File: src/rtl/seg7_pkg.sv
`default_nettype none
// ============================================================================
// Module   : seg7_pkg
// Purpose  : Shared constants and types for the 7-segment scan controller.
//            Holds the blank segment pattern, the hex-to-segment decode
//            table (active-low, bit order {g,f,e,d,c,b,a}) and the FSM
//            state type.
// Revision : 1.0 - initial release
// ============================================================================
package seg7_pkg;

    // All segments off (active-low drive).
    localparam logic [6:0] SEG_BLANK = 7'h7F;

    // Index = hex nibble, value = active-low segments {g,f,e,d,c,b,a}.
    localparam logic [6:0] SEG_TABLE [16] = '{
        7'h40, 7'h79, 7'h24, 7'h30,   // 0 1 2 3
        7'h19, 7'h12, 7'h02, 7'h78,   // 4 5 6 7
        7'h00, 7'h10, 7'h08, 7'h03,   // 8 9 A b
        7'h46, 7'h21, 7'h06, 7'h0E    // C d E F
    };

    // Per-slot phase: dark dead time, then the digit is shown.
    typedef enum logic [0:0] {
        ST_BLANK = 1'b0,
        ST_SHOW  = 1'b1
    } state_t;

endpackage : seg7_pkg
`default_nettype wire

File: src/rtl/seg7_scan_ctrl_if.sv
`default_nettype none
// ============================================================================
// Module   : seg7_scan_ctrl_if
// Purpose  : Bundles the producer-side data inputs and the display-side pin
//            outputs of the scan controller.
// Signals  : load       - one-cycle capture strobe for value/dp_in
//            value      - 4*N_DIGITS hex digits, digit 0 least significant
//            dp_in      - decimal point request per digit, active-high
//            en_mask    - per-digit enable, sampled live
//            lz_blank   - leading-zero suppression enable, sampled live
//            an         - anode drive, active-low
//            seg        - segments {g,f,e,d,c,b,a}, active-low
//            dp         - decimal point, active-low
//            frame_tick - one-cycle pulse at each frame start
// Modports : master - producer / board side, slave - scan controller
// Revision : 1.0 - initial release
// ============================================================================
interface seg7_scan_ctrl_if #(
    parameter int N_DIGITS = 4
);
    logic                    load;
    logic [4*N_DIGITS-1:0]   value;
    logic [N_DIGITS-1:0]     dp_in;
    logic [N_DIGITS-1:0]     en_mask;
    logic                    lz_blank;
    logic [N_DIGITS-1:0]     an;
    logic [6:0]              seg;
    logic                    dp;
    logic                    frame_tick;

    modport master (
        output load, value, dp_in, en_mask, lz_blank,
        input  an, seg, dp, frame_tick
    );

    modport slave (
        input  load, value, dp_in, en_mask, lz_blank,
        output an, seg, dp, frame_tick
    );
endinterface : seg7_scan_ctrl_if
`default_nettype wire

File: src/rtl/seg7_hex_decode.sv
`default_nettype none
// ============================================================================
// Module   : seg7_hex_decode
// Purpose  : Combinational hex nibble to active-low 7-segment decoder.
// Ports    : i_nib - 4-bit hex digit
//            o_seg - segments {g,f,e,d,c,b,a}, active-low
// Revision : 1.0 - initial release
// ============================================================================
module seg7_hex_decode
    import seg7_pkg::*;
(
    input  logic [3:0] i_nib,
    output logic [6:0] o_seg
);

    assign o_seg = SEG_TABLE[i_nib];

endmodule : seg7_hex_decode
`default_nettype wire

File: src/rtl/seg7_scan_ctrl.sv
`default_nettype none
// ============================================================================
// Module   : seg7_scan_ctrl
// Purpose  : Time-multiplexed scan controller for an N-digit common-anode
//            7-segment display. Walks one digit slot every SLOT_CYCLES
//            clocks, keeps all anodes off for the first BLANK_CYCLES of each
//            slot, and shows a double-buffered hex value with per-digit
//            enable, leading-zero suppression and a frame-start tick.
// Ports    : clk   - system clock, rising edge
//            reset - asynchronous active-high reset
//            bus   - seg7_scan_ctrl_if.slave (data in, display pins out)
// Revision : 1.0 - initial release
// ============================================================================
module seg7_scan_ctrl
    import seg7_pkg::*;
#(
    parameter int N_DIGITS     = 4,
    parameter int SLOT_CYCLES  = 50000,
    parameter int BLANK_CYCLES = 8
) (
    input  logic              clk,
    input  logic              reset,
    seg7_scan_ctrl_if.slave   bus
);

    localparam int CNT_W = (SLOT_CYCLES > 1) ? $clog2(SLOT_CYCLES) : 1;
    localparam int IDX_W = (N_DIGITS > 1)    ? $clog2(N_DIGITS)    : 1;

    localparam logic [CNT_W-1:0] c_cnt_last   = CNT_W'(SLOT_CYCLES - 1);
    localparam logic [CNT_W-1:0] c_blank_last = CNT_W'(BLANK_CYCLES - 1);
    localparam logic [IDX_W-1:0] c_idx_last   = IDX_W'(N_DIGITS - 1);

    logic [CNT_W-1:0]        r_cnt;
    logic [IDX_W-1:0]        r_idx;
    state_t                  r_state;
    logic [4*N_DIGITS-1:0]   r_pend_val;
    logic [N_DIGITS-1:0]     r_pend_dp;
    logic [4*N_DIGITS-1:0]   r_act_val;
    logic [N_DIGITS-1:0]     r_act_dp;
    logic [N_DIGITS-1:0]     r_an;
    logic [6:0]              r_seg;
    logic                    r_dp;
    logic                    r_frame_tick;

    logic                    w_slot_end;
    logic                    w_frame_end;
    logic [N_DIGITS-1:0]     w_zero_from;   // [k]: active nibbles k..N-1 all zero
    logic [N_DIGITS-1:0]     w_an_sel;
    logic [3:0]              w_nib;
    logic                    w_en;
    logic                    w_dp_act;
    logic                    w_supp;
    logic                    w_visible;
    logic [6:0]              w_seg;

    assign w_slot_end  = (r_cnt == c_cnt_last);
    assign w_frame_end = w_slot_end && (r_idx == c_idx_last);

    for (genvar k = 0; k < N_DIGITS; k++) begin : g_zero
        assign w_zero_from[k] = ~|r_act_val[4*N_DIGITS-1 : 4*k];
    end

    // Select everything belonging to the current digit slot.
    always_comb begin
        w_nib    = 4'h0;
        w_en     = 1'b0;
        w_dp_act = 1'b0;
        w_supp   = 1'b0;
        w_an_sel = '1;
        for (int k = 0; k < N_DIGITS; k++) begin
            if (r_idx == IDX_W'(k)) begin
                w_nib       = r_act_val[4*k +: 4];
                w_en        = bus.en_mask[k];
                w_dp_act    = r_act_dp[k];
                // Digit 0 always shows so an all-zero value still reads "0".
                w_supp      = bus.lz_blank && (k != 0) && w_zero_from[k];
                w_an_sel[k] = 1'b0;
            end
        end
    end

    assign w_visible = w_en && !w_supp;

    seg7_hex_decode u_dec (
        .i_nib (w_nib),
        .o_seg (w_seg)
    );

    always_ff @(posedge clk or posedge reset) begin
        if (reset) begin
            r_cnt        <= '0;
            r_idx        <= '0;
            r_state      <= ST_BLANK;
            r_pend_val   <= '0;
            r_pend_dp    <= '0;
            r_act_val    <= '0;
            r_act_dp     <= '0;
            r_an         <= '1;
            r_seg        <= SEG_BLANK;
            r_dp         <= 1'b1;
            r_frame_tick <= 1'b0;
        end else begin
            r_frame_tick <= w_frame_end;

            if (w_slot_end) begin
                r_cnt <= '0;
                r_idx <= (r_idx == c_idx_last) ? '0 : r_idx + IDX_W'(1);
            end else begin
                r_cnt <= r_cnt + CNT_W'(1);
            end

            // State tracks the counter so it changes together with it.
            case (r_state)
                ST_BLANK: if (r_cnt == c_blank_last) r_state <= ST_SHOW;
                ST_SHOW:  if (w_slot_end)            r_state <= ST_BLANK;
                default:                             r_state <= ST_BLANK;
            endcase

            // Pin drive reflects the state one cycle earlier.
            if (r_state == ST_SHOW && w_visible) begin
                r_an  <= w_an_sel;
                r_seg <= w_seg;
                r_dp  <= ~w_dp_act;
            end else begin
                r_an  <= '1;
                r_seg <= SEG_BLANK;
                r_dp  <= 1'b1;
            end

            if (bus.load) begin
                r_pend_val <= bus.value;
                r_pend_dp  <= bus.dp_in;
            end

            // Active only changes between frames; a load on the boundary
            // edge bypasses pending so it is not delayed a whole frame.
            if (w_frame_end) begin
                r_act_val <= bus.load ? bus.value : r_pend_val;
                r_act_dp  <= bus.load ? bus.dp_in : r_pend_dp;
            end
        end
    end

    assign bus.an         = r_an;
    assign bus.seg        = r_seg;
    assign bus.dp         = r_dp;
    assign bus.frame_tick = r_frame_tick;

endmodule : seg7_scan_ctrl
`default_nettype wire

File: src/flat_wrapper.sv
// flat-port wrapper written by rule: the top's interface ports become plain ports
module seg7_scan_ctrl_flat import seg7_pkg::*;
#(
    parameter int N_DIGITS     = 4,
    parameter int SLOT_CYCLES  = 50000,
    parameter int BLANK_CYCLES = 8
)
  (clk, reset, bus_load, bus_value, bus_dp_in, bus_en_mask, bus_lz_blank, bus_an, bus_seg, bus_dp, bus_frame_tick);
  seg7_scan_ctrl_if #(.N_DIGITS(N_DIGITS)) bus_i ();
  input  logic clk;
  input  logic reset;
  input wire logic [$bits(bus_i.load)-1:0] bus_load;
  input wire logic [$bits(bus_i.value)-1:0] bus_value;
  input wire logic [$bits(bus_i.dp_in)-1:0] bus_dp_in;
  input wire logic [$bits(bus_i.en_mask)-1:0] bus_en_mask;
  input wire logic [$bits(bus_i.lz_blank)-1:0] bus_lz_blank;
  output wire logic [$bits(bus_i.an)-1:0] bus_an;
  output wire logic [$bits(bus_i.seg)-1:0] bus_seg;
  output wire logic [$bits(bus_i.dp)-1:0] bus_dp;
  output wire logic [$bits(bus_i.frame_tick)-1:0] bus_frame_tick;
  assign bus_i.load = bus_load;
  assign bus_i.value = bus_value;
  assign bus_i.dp_in = bus_dp_in;
  assign bus_i.en_mask = bus_en_mask;
  assign bus_i.lz_blank = bus_lz_blank;
  assign bus_an = bus_i.an;
  assign bus_seg = bus_i.seg;
  assign bus_dp = bus_i.dp;
  assign bus_frame_tick = bus_i.frame_tick;
  seg7_scan_ctrl #(.N_DIGITS(N_DIGITS), .SLOT_CYCLES(SLOT_CYCLES), .BLANK_CYCLES(BLANK_CYCLES)) u_core (.clk(clk), .reset(reset), .bus(bus_i));
endmodule
File: config.mk
export PLATFORM = sky130hd
export DESIGN_NAME = seg7_scan_ctrl_flat
export DESIGN_NICKNAME = d
export VERILOG_FILES = /design/src/rtl/seg7_pkg.sv /design/src/rtl/seg7_scan_ctrl_if.sv /design/src/rtl/seg7_hex_decode.sv /design/src/rtl/seg7_scan_ctrl.sv /design/src/flat_wrapper.sv
export SDC_FILE = /design/constraint.sdc
export NUM_CORES = 1
export LEC_CHECK = 0
export ABC_AREA = 1
export BUFFER_PORTS_ARGS = -buffer_cell sky130_fd_sc_hd__buf_2
export CAP_MARGIN = 10
export CORE_UTILIZATION = 53
export CTS_CLUSTER_DIAMETER = 150
export DETAILED_ROUTE_END_ITERATION = 12
export PLACE_DENSITY = 0.76
export SLEW_MARGIN = 20
export SYNTH_ARGS = -nofsm -noshare
export SYNTH_HDL_FRONTEND = slang
export SYNTH_HIERARCHICAL = 1
export SYNTH_SLANG_ARGS = --single-unit
File: constraint.sdc
create_clock -name clk -period 2.2 [get_ports clk]
set_input_delay 0.11 -clock clk [delete_from_list [all_inputs] [get_ports clk]]
set_output_delay 0.11 -clock clk [all_outputs]
set_load 0.005 [all_outputs]
==> results.py <==
metrics = {
    "worst_setup_path": {
        "worstPathCellList": "inv_1 > ha_2 > inv_2 > nand2_1 > a22oi_2 > buf_4 > ha_1 > inv_1 > nand2_1 > nand3_1 > nand2_1 > inv_1 > nand3_1",
        "startpoint_type": "register",
        "critPathMaxFanout": 8,
        "crit_required_ns": 2.45,
        "crit_type": "register to register",
        "crit_family": "buffers and inverters",
        "arrival_ns": 2.30,
        "slowest_delay_ns": 0.45,
        "critPathBufInv": 5,
        "endpoint_kind": "register",
        "critical-path-slowest-cell": "dfrtp_1",
    },
    "global_route": {
        "grt_overflow": 0,
        "met2_usage_pct": 36.44,
        "grt.total_usage_pct": 22.26,
        "grt-busiest-layer": "met2",
        "grt_max_degree": 41,
        "grtUsageMet3_pct": 4.086,
        "grt_pass1_wl_mm": 12.73,
        "grt_pass1_vias": 2944,
        "antenna_found_initial": 0,
        "grt_use_met1_pct": 28.91,
    },
    "floorplanning": {
        "ios": 41,
        "die_w_um": 85.04,
        "rows": 29,
        "fp.dieH_um": 85.04,
        "start_util_pct": 56.27,
        "core_area_mm2": 0.006495,
        "die_area_mm2": 0.007232,
    },
    "timing": {
        "post-route-period-util_pct": 92.92,
        "finalSetupViolCount": 0,
        "slew_violations": 0,
        "relSlewSlack_pct": 66.97,
        "tns_ns": 0,
        "worst_pin_slew_ns": 0.4942,
        "max_freq_ghz": 0.4892,
        "finalClockSkew_ns": 0.007569,
        "setup_ws_ns": 0.1558,
        "fin_crit_ns": 2.044,
        "finalHoldViolCount": 0,
    },
    "clock_tree": {
        "cts_setup_buffers": 0,
        "cts_made_buffers": 9,
        "cts.clk_slew.worst_paths_ns": 0.07,
        "clkLatencyLatePin_ns": 0.35,
        "cts.sinks": 72,
        "htreeDepth": 3,
        "clk_path_buf_depth": 2,
        "cts_root_buffer": "clkbuf_8",
        "cts_tree": "done",
    },
    "detailed_routing": {
        "route.vias.total": 2981,
        "final_antenna_net_count": 0,
        "totalWireLength_mm": 7.105,
        "wl_per_cell_um": 11.82,
        "dr.pass1.iters": 5,
        "via_per_inst": 4.960,
        "drc": 0,
        "drt_iter0_markers": 175,
    },
    "placement": {
        "dp.cells": 564,
        "place_ws_ns": 0.1021,
        "dp_hpwl_mm": 4.968,
        "gp_congestion": 0.8568,
        "portBuffers": 40,
    },
    "pwr": {
        "p_per_area_mw_per_mm2": 572.2,
        "power_frac_comb_pct": 7.0,
        "intPower_mw": 1.947,
        "p_clk_share_pct": 38.2,
        "swShare_pct": 22.51,
        "power_leakage_nw": 2.261,
        "irDropWorstVdd_uv": 332.6,
        "seqPwrFrac_pct": 54.7,
        "p_total_mw": 2.513,
        "p_switching_uw": 565.7,
    },
    "cells_and_area": {
        "diodes": 0,
        "most-common-layout-cells": "nand2_1, dfrtp_1, inv_1",
        "final_cell_count_no_fill": 601,
        "nets": 559,
        "layout-drive-gt1-share_pct": 22.71,
        "layout_commonest_cell": "nand2_1",
        "area_growth_pct": 20.16,
        "final_util_pct": 67.62,
    },
    "yosys": {
        "synth-seq-area-share_pct": 49.71,
        "ys_ff_latch": 72,
        "synth_warnings": 6,
        "postSynthAreaPerCell_um2": 8.104,
        "syn_inst": 451,
        "yosysUniqueCellTypes": 30,
        "syn-num-nets": 491,
        "syn_area_mm2": 0.003655,
    },
    "flow_run": {
        "maxCapViolations": 0,
    },
    "outcome": {
        "outcome": "finished clean",
    },
    "min_path": {
        "min-delay-path-class": "primary input to register",
    },
}
-- cells by family after synthesis --
| kind of cell | synth area share (%) |
|---|---|
| flip-flops | 49.71 |
| adder cells (fa/ha/maj) | 4.108 |
| AO/OA/AOI/OAI | 8.387 |
| AND/OR/NAND/NOR | 26.74 |
| buffers and inverters | 8.901 |
| XOR/XNOR | 2.157 |
-- path summary, 6_finish.rpt --
path	startpoint	to	slack [ns]	cells past startpoint
worst max-delay path	u_core/r_idx[0]$_DFFE_PP0N_	u_core/bus.seg[0]$_DFF_PP1_	0.16	13
worst min-delay path	bus_load	u_core/r_pend_val[7]$_DFF_PP0_	0.21	3
worst max register to register	u_core/r_idx[0]$_DFFE_PP0N_	u_core/bus.seg[0]$_DFF_PP1_	0.16	13
worst min register to register	u_core/r_cnt[0]$_DFF_PP0_	u_core/r_cnt[0]$_DFF_PP0_	0.49	1
max in group asynchronous	reset	u_core/bus.dp$_DFF_PP1_	1.42	4
min in group asynchronous	reset	u_core/r_pend_dp[2]$_DFF_PP0_	0.39	4
-- sequential cells by signal, summed over array words and instances, names as in the netlist --
name                   count
u_core/r_state             1
u_core/bus.seg             7
u_core/bus.frame_tick      1
u_core/r_act_dp            4
u_core/r_cnt              16
u_core/bus.an              4
u_core/r_pend_val         16
u_core/r_pend_dp           4
u_core/r_act_val          16
u_core/bus.dp              1
u_core/r_idx               2
-- area by class of cell --
cell class	count	area (µm²)
clock inverter	2	12.51
tap	77	96.34
multi-input combinational	301	1551
clock buffer	14	172.7
inverter	63	236.5
fill	521	2103
timing repair buffer	72	505.5
sequential	72	1817
-- synth_stat cells --
cell	number	area (µm²)
a21oi_1	11	55.05
a22oi_1	2	15.01
and2_1	1	6.260
buf_1	1	3.750
buf_2	6	30.03
buf_6	3	33.78
clkbuf_1	3	11.26
clkbuf_2	2	10.01
clkinv_1	1	3.750
dfrtp_1	60	1501
dfstp_2	12	315.3
ha_1	12	150.1
inv_1	54	202.7
inv_2	8	30.03
nand2_1	156	585.6
nand2_2	1	6.260
nand3_1	37	185.2
nand3_2	1	10.01
nand4_1	1	6.260
nor2_1	30	112.6
nor2_4	2	22.52
nor3_1	2	10.01
nor3_2	2	20.02
nor4_1	2	12.51
o211ai_1	2	15.01
o21ai_0	3	15.01
o21ai_1	8	40.04
o21ai_2	19	166.4
xnor2_1	1	8.760
xor2_1	8	70.07
-- power by group through the flow --
stage	combinational [mW]	sequential, mW	clock (mW)
after floorplan	0.0944	1.40	0
after global placement	0.148	1.40	0
after detailed placement	0.151	1.40	0
after CTS	0.180	1.38	0.988
after global routing	0.201	1.38	1.04
final	0.176	1.38	0.961
-- per-stage QoR --
stage / cell area [µm²] / hold slack (ns)
floorplan: 3655 / 0.2403
global placement: 3958 / 0.2253
detailed placement: 3958 / 0.2304
CTS: 4353 / 0.2121
global route: 4392 / 0.2344
finish: 4392 / 0.2142
-- worst min-delay path: cells and delay by family --
kind	cells	cell delay, ns
buffers and inverters	2	0.32
AOI/OAI and AO/OA	1	0.09
-- layer usage --
metal  vias to the layer above  share of wire [%]  wire length (µm)
li1                       1544                  -                 -
met1                      1367                 48              3405
met2                        59                 47              3325
met3                        11                3.3               233
met4                         0                2.0               141
met5                         -                  0                 0
-- timing repair --
item                                    in CTS  in global routing
endpoints found under the hold margin       80                  0
endpoints found under the setup margin       0                  7
gates resized for setup                      0                 10
hold buffers                                21                  0
No activity file was read; power rests on OpenSTA's default activity.
